==> config.mk <==
export PLATFORM = sky130hd
export DESIGN_NAME = inst_encoder_flat
export DESIGN_NICKNAME = d
export VERILOG_FILES = /design/src/rtl/inst_enc_if.sv /design/src/rtl/inst_encoder.sv /design/src/flat_wrapper.sv
export SDC_FILE = /design/constraint.sdc
export NUM_CORES = 1
export LEC_CHECK = 0
export ABC_AREA = 1
export ABC_CLOCK_PERIOD_IN_PS = 1200
export BUFFER_PORTS_ARGS = -buffer_cell sky130_fd_sc_hd__buf_4
export CAP_MARGIN = 20
export CELL_PAD_IN_SITES_DETAIL_PLACEMENT = 1
export CELL_PAD_IN_SITES_GLOBAL_PLACEMENT = 1
export CORE_MARGIN = 2
export CORE_UTILIZATION = 34
export DETAILED_ROUTE_END_ITERATION = 10
export PLACE_DENSITY = 0.73
export SLEW_MARGIN = 20
export SYNTH_ARGS = -nofsm -noshare
export SYNTH_HDL_FRONTEND = slang
export SYNTH_SLANG_ARGS = --single-unit
==> constraint.sdc <==
create_clock -name clk -period 1.2 [get_ports clk]
set_input_delay 0 -clock clk [delete_from_list [all_inputs] [get_ports clk]]
set_output_delay 0 -clock clk [all_outputs]
set_load 0.02 [all_outputs]
==> src/rtl/inst_enc_if.sv <==
// Field-bundle in / encoded-word out handshake bundle for inst_encoder.
interface inst_enc_if #(
  parameter int ADDR_W = 10
);
  logic              in_valid;
  logic              in_ready;
  logic [6:0]        in_opc;
  logic [2:0]        in_f3;
  logic [6:0]        in_f7;
  logic [4:0]        in_rd;
  logic [4:0]        in_rs1;
  logic [4:0]        in_rs2;
  logic [31:0]       in_imm;
  logic              addr_load;
  logic [ADDR_W-1:0] addr_val;
  logic              out_valid;
  logic              out_ready;
  logic [31:0]       out_ir;
  logic [ADDR_W-1:0] out_addr;
  logic              out_err;

  modport master (
    output in_valid, in_opc, in_f3, in_f7, in_rd, in_rs1, in_rs2, in_imm,
    output addr_load, addr_val, out_ready,
    input  in_ready, out_valid, out_ir, out_addr, out_err
  );

  modport slave (
    input  in_valid, in_opc, in_f3, in_f7, in_rd, in_rs1, in_rs2, in_imm,
    input  addr_load, addr_val, out_ready,
    output in_ready, out_valid, out_ir, out_addr, out_err
  );
endinterface

==> src/rtl/inst_encoder.sv <==
// Two-stage RV32I field-to-word encoder with IMEM word-address counter.
// Optional immediate range checking: define INST_ENC_RANGE_CHECK_EN.
module inst_encoder #(
  parameter int ADDR_W = 10
) (
  input  logic       clk,
  input  logic       rst,
  inst_enc_if.slave  bus
);
  localparam logic [6:0] OP_LUI   = 7'b0110111;
  localparam logic [6:0] OP_AUIPC = 7'b0010111;
  localparam logic [6:0] OP_JAL   = 7'b1101111;
  localparam logic [6:0] OP_JALR  = 7'b1100111;
  localparam logic [6:0] OP_BR    = 7'b1100011;
  localparam logic [6:0] OP_LOAD  = 7'b0000011;
  localparam logic [6:0] OP_STORE = 7'b0100011;
  localparam logic [6:0] OP_FUNC1 = 7'b0010011;
  localparam logic [6:0] OP_FUNC2 = 7'b0110011;

  logic              r_s1_full, r_s2_full;
  logic [6:0]        r_opc;
  logic [2:0]        r_f3;
  logic [6:0]        r_f7;
  logic [4:0]        r_rd, r_rs1, r_rs2;
  logic [31:0]       r_imm;
  logic [31:0]       r_ir;
  logic              r_err;
  logic [ADDR_W-1:0] r_addr, r_cnt;

  logic              w_s2_en, w_s1_mv, w_in_fire, w_out_fire, w_shift;
  logic [ADDR_W-1:0] w_cnt_nxt;
  logic [31:0]       w_ir;
  logic              w_unk, w_rng;

  // S2 can take a word when empty or when its current word leaves this cycle
  assign w_s2_en    = !r_s2_full || bus.out_ready;
  assign w_s1_mv    = r_s1_full && w_s2_en;
  assign w_out_fire = r_s2_full && bus.out_ready;
  assign w_in_fire  = bus.in_valid && bus.in_ready;
  assign w_shift    = (r_f3 == 3'b001) || (r_f3 == 3'b101);

  // Loaded base beats the increment; a word entering S2 this edge sees the new value
  assign w_cnt_nxt = bus.addr_load ? bus.addr_val
                   : (w_out_fire ? r_cnt + 1'b1 : r_cnt);

  assign bus.in_ready  = !r_s1_full || w_s2_en;
  assign bus.out_valid = r_s2_full;
  assign bus.out_ir    = r_ir;
  assign bus.out_addr  = r_addr;
  assign bus.out_err   = r_err;

  always_comb begin
    w_ir  = 32'h0000_0013;
    w_unk = 1'b0;
    case (r_opc)
      OP_LUI, OP_AUIPC: w_ir = {r_imm[31:12], r_rd, r_opc};
      OP_JAL:   w_ir = {r_imm[20], r_imm[10:1], r_imm[11], r_imm[19:12], r_rd, r_opc};
      OP_JALR, OP_LOAD: w_ir = {r_imm[11:0], r_rs1, r_f3, r_rd, r_opc};
      OP_FUNC1: w_ir = w_shift ? {r_f7, r_imm[4:0], r_rs1, r_f3, r_rd, r_opc}
                               : {r_imm[11:0], r_rs1, r_f3, r_rd, r_opc};
      OP_BR:    w_ir = {r_imm[12], r_imm[10:5], r_rs2, r_rs1, r_f3, r_imm[4:1], r_imm[11], r_opc};
      OP_STORE: w_ir = {r_imm[11:5], r_rs2, r_rs1, r_f3, r_imm[4:0], r_opc};
      OP_FUNC2: w_ir = {r_f7, r_rs2, r_rs1, r_f3, r_rd, r_opc};
      default: begin
        w_ir  = 32'h0000_0013;
        w_unk = 1'b1;
      end
    endcase
  end

`ifdef INST_ENC_RANGE_CHECK_EN
  // Immediate must survive truncation to the format's field unchanged
  always_comb begin
    w_rng = 1'b0;
    case (r_opc)
      OP_LUI, OP_AUIPC:          w_rng = |r_imm[11:0];
      OP_JAL:                    w_rng = (r_imm[31:20] != {12{r_imm[20]}}) || r_imm[0];
      OP_JALR, OP_LOAD, OP_STORE: w_rng = r_imm[31:12] != {20{r_imm[11]}};
      OP_FUNC1:                  w_rng = w_shift ? |r_imm[31:5]
                                                 : (r_imm[31:12] != {20{r_imm[11]}});
      OP_BR:                     w_rng = (r_imm[31:13] != {19{r_imm[12]}}) || r_imm[0];
      default:                   w_rng = 1'b0;
    endcase
  end
`else
  assign w_rng = 1'b0;
`endif

  always_ff @(posedge clk) begin
    if (rst) begin
      r_s1_full <= 1'b0;
      r_s2_full <= 1'b0;
      r_opc     <= '0;
      r_f3      <= '0;
      r_f7      <= '0;
      r_rd      <= '0;
      r_rs1     <= '0;
      r_rs2     <= '0;
      r_imm     <= '0;
      r_ir      <= '0;
      r_err     <= 1'b0;
      r_addr    <= '0;
      r_cnt     <= '0;
    end else begin
      r_cnt <= w_cnt_nxt;
      if (w_in_fire) begin
        r_s1_full <= 1'b1;
        r_opc     <= bus.in_opc;
        r_f3      <= bus.in_f3;
        r_f7      <= bus.in_f7;
        r_rd      <= bus.in_rd;
        r_rs1     <= bus.in_rs1;
        r_rs2     <= bus.in_rs2;
        r_imm     <= bus.in_imm;
      end else if (w_s1_mv) begin
        r_s1_full <= 1'b0;
      end
      if (w_s2_en) begin
        r_s2_full <= r_s1_full;
        if (r_s1_full) begin
          r_ir   <= w_ir;
          r_err  <= w_unk | w_rng;
          r_addr <= w_cnt_nxt;
        end
      end
    end
  end
endmodule

==> src/flat_wrapper.sv <==
// flat-port wrapper written by rule: the top's interface ports become plain ports
module inst_encoder_flat 
#(
  parameter int ADDR_W = 10
)
  (clk, rst, bus_in_valid, bus_in_opc, bus_in_f3, bus_in_f7, bus_in_rd, bus_in_rs1, bus_in_rs2, bus_in_imm, bus_addr_load, bus_addr_val, bus_out_ready, bus_in_ready, bus_out_valid, bus_out_ir, bus_out_addr, bus_out_err);
  inst_enc_if #(.ADDR_W(ADDR_W)) bus_i ();
  input  logic clk;
  input  logic rst;
  input wire logic [$bits(bus_i.in_valid)-1:0] bus_in_valid;
  input wire logic [$bits(bus_i.in_opc)-1:0] bus_in_opc;
  input wire logic [$bits(bus_i.in_f3)-1:0] bus_in_f3;
  input wire logic [$bits(bus_i.in_f7)-1:0] bus_in_f7;
  input wire logic [$bits(bus_i.in_rd)-1:0] bus_in_rd;
  input wire logic [$bits(bus_i.in_rs1)-1:0] bus_in_rs1;
  input wire logic [$bits(bus_i.in_rs2)-1:0] bus_in_rs2;
  input wire logic [$bits(bus_i.in_imm)-1:0] bus_in_imm;
  input wire logic [$bits(bus_i.addr_load)-1:0] bus_addr_load;
  input wire logic [$bits(bus_i.addr_val)-1:0] bus_addr_val;
  input wire logic [$bits(bus_i.out_ready)-1:0] bus_out_ready;
  output wire logic [$bits(bus_i.in_ready)-1:0] bus_in_ready;
  output wire logic [$bits(bus_i.out_valid)-1:0] bus_out_valid;
  output wire logic [$bits(bus_i.out_ir)-1:0] bus_out_ir;
  output wire logic [$bits(bus_i.out_addr)-1:0] bus_out_addr;
  output wire logic [$bits(bus_i.out_err)-1:0] bus_out_err;
  assign bus_i.in_valid = bus_in_valid;
  assign bus_i.in_opc = bus_in_opc;
  assign bus_i.in_f3 = bus_in_f3;
  assign bus_i.in_f7 = bus_in_f7;
  assign bus_i.in_rd = bus_in_rd;
  assign bus_i.in_rs1 = bus_in_rs1;
  assign bus_i.in_rs2 = bus_in_rs2;
  assign bus_i.in_imm = bus_in_imm;
  assign bus_i.addr_load = bus_addr_load;
  assign bus_i.addr_val = bus_addr_val;
  assign bus_i.out_ready = bus_out_ready;
  assign bus_in_ready = bus_i.in_ready;
  assign bus_out_valid = bus_i.out_valid;
  assign bus_out_ir = bus_i.out_ir;
  assign bus_out_addr = bus_i.out_addr;
  assign bus_out_err = bus_i.out_err;
  inst_encoder #(.ADDR_W(ADDR_W)) u_core (.clk(clk), .rst(rst), .bus(bus_i));
endmodule
==> results of run 1 <==
-- worst min-delay path, delay by kind of cell --
kind	cells	cell delay [ns]
AO/OA/AOI/OAI	1	0.07
buffers and inverters	2	0.23
AND/OR/NAND/NOR	2	0.12
-- area by class of cell --
| class | instances | area [um2] |
|---|---|---|
| Clock buffer | 22 | 517 |
| Clock inverter | 10 | 90.1 |
| Fill cell | 1726 | 5540 |
| Inverter | 55 | 226 |
| Multi-Input combinational cell | 552 | 3260 |
| Sequential cell | 119 | 2410 |
| Tap cell | 188 | 235 |
| Timing Repair Buffer | 300 | 2870 |
-- timing repair --
action | 4_1_cts | 5_1_grt
endpoints found under the setup margin | 80 | 89
resized for setup | 80 | 212
endpoints found under the hold margin | 83 | 1
pin swaps | 30 | 38
buffers inserted | 8 | 14
hold buffers | 83 | 1
cloned | 2 | 11
-- state kept, by name, indices dropped and copies added (netlist names) --
register / count
u_core.bus.out_ir: 32
u_core.bus.out_err: 1
u_core.bus.out_addr: 10
u_core.r_f3: 3
u_core.r_s1_full: 1
u_core.r_cnt: 10
u_core.r_rs1: 5
u_core.r_rd: 5
u_core.bus.out_valid: 1
u_core.r_rs2: 5
u_core.r_imm: 32
u_core.r_f7: 7
u_core.r_opc: 7
-- cells by family (layout without fill, tap and decap cells) --
family	after synthesis	in the layout	synth area share
buffers and inverters	97	387	0.0764
and+or+nand+nor	372	374	0.295
adders and majority gates	1	1	0.00239
xor gates and xnor gates	1	1	0.00167
muxes	1	1	0.00191
DFF	119	119	0.454
AOI/OAI and AO/OA	175	175	0.169
-- cell usage in the layout (no fill, tap or decap), drive strengths merged --
cell / instances
inv: 54
nand2: 160
nor2: 147
buf: 207
nand3: 59
clkinv: 7
clkinvlp: 3
xnor2: 1
bufinv: 1
or2: 1
a31oi: 1
dlygate4sd3: 84
a21oi: 75
mux2i: 1
o21ai: 96
nand4: 5
dfxtp: 119
ha: 1
clkbuf: 31
nor3: 1
nand3b: 1
o211ai: 3
-- stage by stage --
stage / setup TNS [ns] / worst slack, ns / instance area (um2) / power [mW]
6_report: -14.06 / -0.418 / 9600 / 11.7
5_1_grt: -18.97 / -0.505 / 9600 / 12.0
4_1_cts: -8.98 / -0.301 / 8670 / 11.1
3_5_place_dp: -10.72 / -0.347 / 6900 / 5.68
3_3_place_gp: -8.42 / -0.367 / 6900 / 5.63
2_1_floorplan: -1.00 / -0.0607 / 5370 / 5.02
-- power by group through the flow --
stage | clock, mW | sequential (mW) | combinational (mW)
after floorplan | 0 | 4.45 | 0.569
after global placement | 0 | 4.43 | 1.20
after detailed placement | 0 | 4.44 | 1.24
after CTS | 5.22 | 4.37 | 1.54
after global routing | 5.43 | 4.42 | 2.14
final | 5.25 | 4.41 | 2.02
-- layer usage --
metal,wire length [um],share of wire
met5,0,0
met4,870,0.032
met3,972,0.036
met2,14200,0.53
met1,10800,0.40
-- worst max-delay path by stage --
stage | start | to | slack, ns | depth (start not counted)
finish | u_core.r_opc[3] | u_core.bus.out_ir[29] | -0.42 | 11
floorplan | u_core.bus.out_valid | u_core.bus.out_addr[8] | -0.06 | 9
global placement | u_core.r_opc[2] | u_core.bus.out_ir[26] | -0.37 | 10
CTS | u_core.r_opc[3] | u_core.bus.out_ir[11] | -0.30 | 11
global route | u_core.r_opc[1] | u_core.bus.out_ir[29] | -0.51 | 10
detailed placement | u_core.r_opc[2] | u_core.bus.out_ir[27] | -0.35 | 10
==> flow_metrics.py, run 1 <==
metrics = {
    "outcome": {
        "status": "finished, violations left",
        "violations": "negative setup slack",
    },
    "floorplanning": {
        "pin_count": 124,
        "die-area_mm2": 0.0164,
        "rows": 45,
        "die_x_um": 128,
        "start_util": 0.346,
        "die_h_um": 128,
        "core-area_mm2": 0.0151,
    },
    "critical_path": {
        "reg2reg_to": "u_core.bus.out_ir[29]",
        "critPathRequiredTime_ns": 1.55,
        "cp_slowest_stage_delay_ns": 0.33,
        "crit_chain": "inv_4 -> nand2_4 -> nor2_4 -> buf_12 -> buf_4 -> nand2_4 -> a21oi_1 -> nor2_1 -> nand2_1 -> nand2_1 -> a21oi_1",
        "setup.worst_path.end_class": "flop",
        "ff2ff_setup_slack_ns": -0.42,
        "reg2reg_depth": 11,
        "crit_buf_inv": 3,
        "cp_slowest_cell": "dfxtp_2",
        "worst_setup_path_start_kind": "flop",
        "r2r-start": "u_core.r_opc[3]",
        "crit_fanout": 7,
        "crit_type": "reg -> reg",
        "critPathTopFamily": "simple AND/OR/NAND/NOR gates",
        "arrival_ns": 1.97,
    },
    "timing": {
        "drv_slew": 0,
        "clock_skew_ns": 0.0117,
        "finalCritPeriodShare": 1.35,
        "hold_viol_final": 0,
        "worst_slew_pin_slew_ns": 0.608,
        "setup_viol": 79,
        "fin_crit_ns": 1.62,
        "holdWs_ns": 0.0256,
        "rsz0062_at_grt": "true",
        "setup_slack_ns": -0.418,
        "slew-limit-headroom": 0.594,
        "max_freq_mhz": 618,
    },
    "synth": {
        "syn_area_mm2": 0.00524,
        "synth_cell_types": 27,
        "synthCells": 766,
        "synthTopCellsByCount": "nand2_1, nor2_1, dfxtp_1",
        "syn_avg_cell_area_um2": 6.85,
        "ys_seq_area_frac": 0.454,
        "netlist.area_leader.share": 0.454,
        "syn-num-nets": 846,
        "synth_top_cells_by_area": "dfxtp_1, nand2_1, nor2_1, o21ai_0, a21oi_1",
        "ys_seq_elements": 119,
        "yosys.cell_count.top_type": "nand2_1",
        "synth_edf_count": 0,
        "synthArstFlopShare": 0,
        "ys.flop_type": "dfxtp_1",
        "synth_area_leader_cell": "dfxtp_1",
        "yosys_warnings": 0,
    },
    "detailed_routing": {
        "drt_wl_total_um": 26800,
        "drt-vias-per-instance": 5.32,
        "wire_per_inst_um": 21.5,
        "post-route-drc-count": 0,
        "ant_nets": 0,
        "drt-initial-drc-count": 373,
        "vias": 6634,
        "dr.pass1.iters": 4,
    },
    "finish": {
        "nets": 1125,
        "fin_util": 0.634,
        "drive_gt1_frac": 0.421,
        "layoutNonFillerInstCount": 1246,
        "syn2layout_area_growth_pct": 83.2,
        "n_antenna_cell": 0,
    },
    "cts": {
        "insertion_delay_ns": 0.43,
        "cts-root-buf": "clkbuf_16",
        "cts.reportedPaths.clkPinSlew_ns": 0.06,
        "ctsLongestPathBuffers": 2,
        "cts_buffers": 17,
        "clock-sinks": 119,
        "cts_tree": "yes",
        "cts-htree-levels": 4,
    },
    "pwr": {
        "power.internal_mw": 8.41,
        "p_comb_frac": 0.173,
        "p_sw_mw": 3.27,
        "p_leak_nw": 4.35,
        "pwr-share-clk": 0.450,
        "swShare": 0.280,
        "ir_drop_v": 0.00102,
        "pwr-share-seq": 0.378,
        "power_density_mw_per_mm2": 1220,
    },
    "grt": {
        "grt_max_degree": 56,
        "grt_pass1_vias": 6811,
        "grt-busiest-layer": "met2",
        "grt_pass1_wl_um": 34900,
        "antenna_found_initial": 0,
        "gr-usage-met3": 0.0555,
        "grt-ovfl-total": 0,
        "grt_usage": 0.276,
        "use_met1": 0.312,
        "use_met2": 0.508,
    },
    "placement": {
        "place_hpwl_um": 13700,
        "portBuffers": 123,
        "dpl.cell_count": 1097,
        "gp_congestion": 0.871,
    },
    "min_path": {
        "whs_path_depth": 5,
        "hold_class": "in -> reg",
        "worstHoldEndpoint": "u_core.r_cnt[1]",
        "hold_start": "bus_out_ready",
    },
    "flow_run": {
        "drv_cap": 0,
    },
}
No activity file was read; power rests on OpenSTA's default activity.
==> inputs of run 2 (changes only) <==
--- a/config.mk
+++ b/config.mk
@@ -6,7 +6,7 @@
 export NUM_CORES = 1
 export LEC_CHECK = 0
 export ABC_AREA = 1
-export ABC_CLOCK_PERIOD_IN_PS = 1200
+export ABC_CLOCK_PERIOD_IN_PS = 1300
 export BUFFER_PORTS_ARGS = -buffer_cell sky130_fd_sc_hd__buf_4
 export CAP_MARGIN = 20
 export CELL_PAD_IN_SITES_DETAIL_PLACEMENT = 1
==> constraint.sdc (replaced) <==
create_clock -name clk -period 1.3 [get_ports clk]
set_input_delay 0 -clock clk [delete_from_list [all_inputs] [get_ports clk]]
set_output_delay 0 -clock clk [all_outputs]
set_load 0.02 [all_outputs]
==> run 2 against run 1 <==
Hold slack improved by 0.050 ns. Sequential share of layout area rose by 0.68 points. First-iteration DRC count rose by 10%. Flip-flop and latch count did not move. The flow still finishes with violations (negative setup slack). Final cell count fell by 0.48%. Sequential power fell by 7.7%. Wire length fell by 1.3%. Clock skew fell by 0.0026 ns. Critical path type unchanged. Critical path depth rose by 1. Final area fell by 2.8%. Largest cell class unchanged. Die area did not move. Via count rose by 0.50%.
==> flow_metrics.py, run 2 (synthesized netlist as in run 1, its figures left out) <==
metrics = {
    "outcome": {
        "status": "finished, violations left",
        "violations": "negative setup slack",
    },
    "floorplanning": {
        "rows": 45,
        "die-area_mm2": 0.0164,
        "start_util": 0.346,
        "die_h_um": 128,
        "core-area_mm2": 0.0151,
        "pin_count": 124,
        "die_x_um": 128,
    },
    "cts": {
        "cts-htree-levels": 4,
        "ctsLongestPathBuffers": 2,
        "cts.reportedPaths.clkPinSlew_ns": 0.06,
        "cts_tree": "yes",
        "clock-sinks": 119,
        "cts-root-buf": "clkbuf_16",
        "insertion_delay_ns": 0.43,
        "cts_buffers": 17,
    },
    "detailed_routing": {
        "dr.pass1.iters": 5,
        "post-route-drc-count": 0,
        "drt_wl_total_um": 26500,
        "ant_nets": 0,
        "drt-vias-per-instance": 5.38,
        "drt-initial-drc-count": 412,
        "vias": 6667,
        "wire_per_inst_um": 21.4,
    },
    "grt": {
        "grt_max_degree": 55,
        "grt_pass1_vias": 6792,
        "grt-ovfl-total": 0,
        "antenna_found_initial": 1,
        "grt_usage": 0.280,
        "grt_pass1_wl_um": 35800,
    },
    "placement": {
        "dp_worst_setup_slack_ns": -0.317,
        "gp_congestion": 0.844,
        "place_hpwl_um": 13400,
        "postPlaceCellArea_mm2": 0.00672,
        "portBuffers": 123,
    },
    "finish": {
        "final_cell_mix": "buf_4, nand2_1, nor2_1",
        "stdcell_area_mm2": 0.00933,
        "syn2layout_area_growth_pct": 78.0,
        "drive_gt1_frac": 0.378,
        "fin_util": 0.616,
        "final_common_cell": "buf_4",
        "nets": 1117,
    },
    "pwr": {
        "p_leak_nw": 4.17,
        "p_total_mw": 10.8,
        "power_density_mw_per_mm2": 1160,
        "ir_drop_v": 0.000941,
    },
    "timing": {
        "slew-limit-headroom": 0.638,
        "hold_viol_final": 0,
        "rsz0062_at_grt": "true",
        "worst_slew_pin_slew_ns": 0.543,
        "drv_slew": 0,
        "setup_viol": 114,
        "fin_crit_ns": 1.63,
        "clock_skew_ns": 0.00907,
        "max_freq_mhz": 615,
        "setup_slack_ns": -0.326,
        "finalCritPeriodShare": 1.25,
    },
    "critical_path": {
        "ff2ff_setup_slack_ns": -0.33,
        "setup.worst_path.end_class": "flop",
        "arrival_ns": 1.97,
        "cp_slowest_cell": "dfxtp_2",
        "cp_common_cell": "nand2_1",
        "reg2reg_depth": 12,
        "cp_slowest_stage_delay_ns": 0.32,
        "critPathRequiredTime_ns": 1.64,
        "crit_type": "reg -> reg",
        "crit_fanout": 9,
        "worst_setup_path_start_kind": "flop",
        "crit_chain": "inv_2 -> nand2_2 -> nor2_4 -> buf_4 -> nand2_8 -> inv_1 -> nand2_1 -> nand2_1 -> nor2_2 -> nand2_1 -> nand2_1 -> a21oi_1",
    },
    "min_path": {
        "hold_class": "in -> reg",
        "whs_path_depth": 5,
    },
    "flow_run": {
        "drv_cap": 0,
    },
}
-- run 2: final timing paths --
| kind | end | start |
|---|---|---|
| setup / recovery | u_core.bus.out_ir[31] | u_core.r_opc[3] |
| hold / removal | u_core.r_cnt[1] | bus_addr_val[1] |
| setup reg to reg | u_core.bus.out_ir[31] | u_core.r_opc[3] |
| hold reg to reg | u_core.bus.out_ir[4] | u_core.bus.out_ir[4] |
-- run 2: layout make-up --
class / count / area (um2)
diodes: 2 / 5.00
clock buffers: 20 / 457
clock inverters: 12 / 149
fillers: 1772 / 5810
inverters: 55 / 233
multi-input cells: 550 / 3100
flip-flops and latches: 119 / 2400
well taps: 188 / 235
repair buffers: 294 / 2750
-- run 2: what timing repair did --
item	4_1_cts	5_1_grt
buffers inserted	18	14
gates cloned	2	6
endpoints found under the hold margin	83	0
pin swaps	36	35
resized for setup	118	150
endpoints found under the setup margin	49	102
hold buffers	82	0
-- run 2: stage by stage --
stage | std cells | hold WS (ns) | TNS (ns)
CTS | 1218 | 0.000992 | -3.95
finish | 1240 | 0.0754 | -10.45
global placement | 1085 | 0.252 | -5.04
global route | 1239 | 0.117 | -15.91
detailed placement | 1085 | 0.262 | -8.55
floorplan | 766 | 0.154 | 0
-- run 2: critical path, delay by kind of cell (launching register included) --
| family | cells | cell delay, ns |
|---|---|---|
| AO/OA/AOI/OAI | 1 | 0.15 |
| buffers and inverters | 3 | 0.36 |
| AND/OR/NAND/NOR | 8 | 0.69 |
| flip-flops | 1 | 0.32 |
-- run 2: metal layers --
| layer | vias up | track usage | share of wire |
|---|---|---|---|
| li1 | 3036 | - | - |
| met1 | 3331 | 0.332 | 0.40 |
| met2 | 234 | 0.491 | 0.53 |
| met3 | 66 | 0.0551 | 0.036 |
| met4 | 0 | 0.122 | 0.034 |
| met5 | - | 0 | 0 |
-- run 2: where the power goes --
group	switching (mW)	internal (mW)	total, mW
logic	0.941	0.860	1.80
clock network	1.83	3.11	4.94
registers	0.203	3.86	4.07
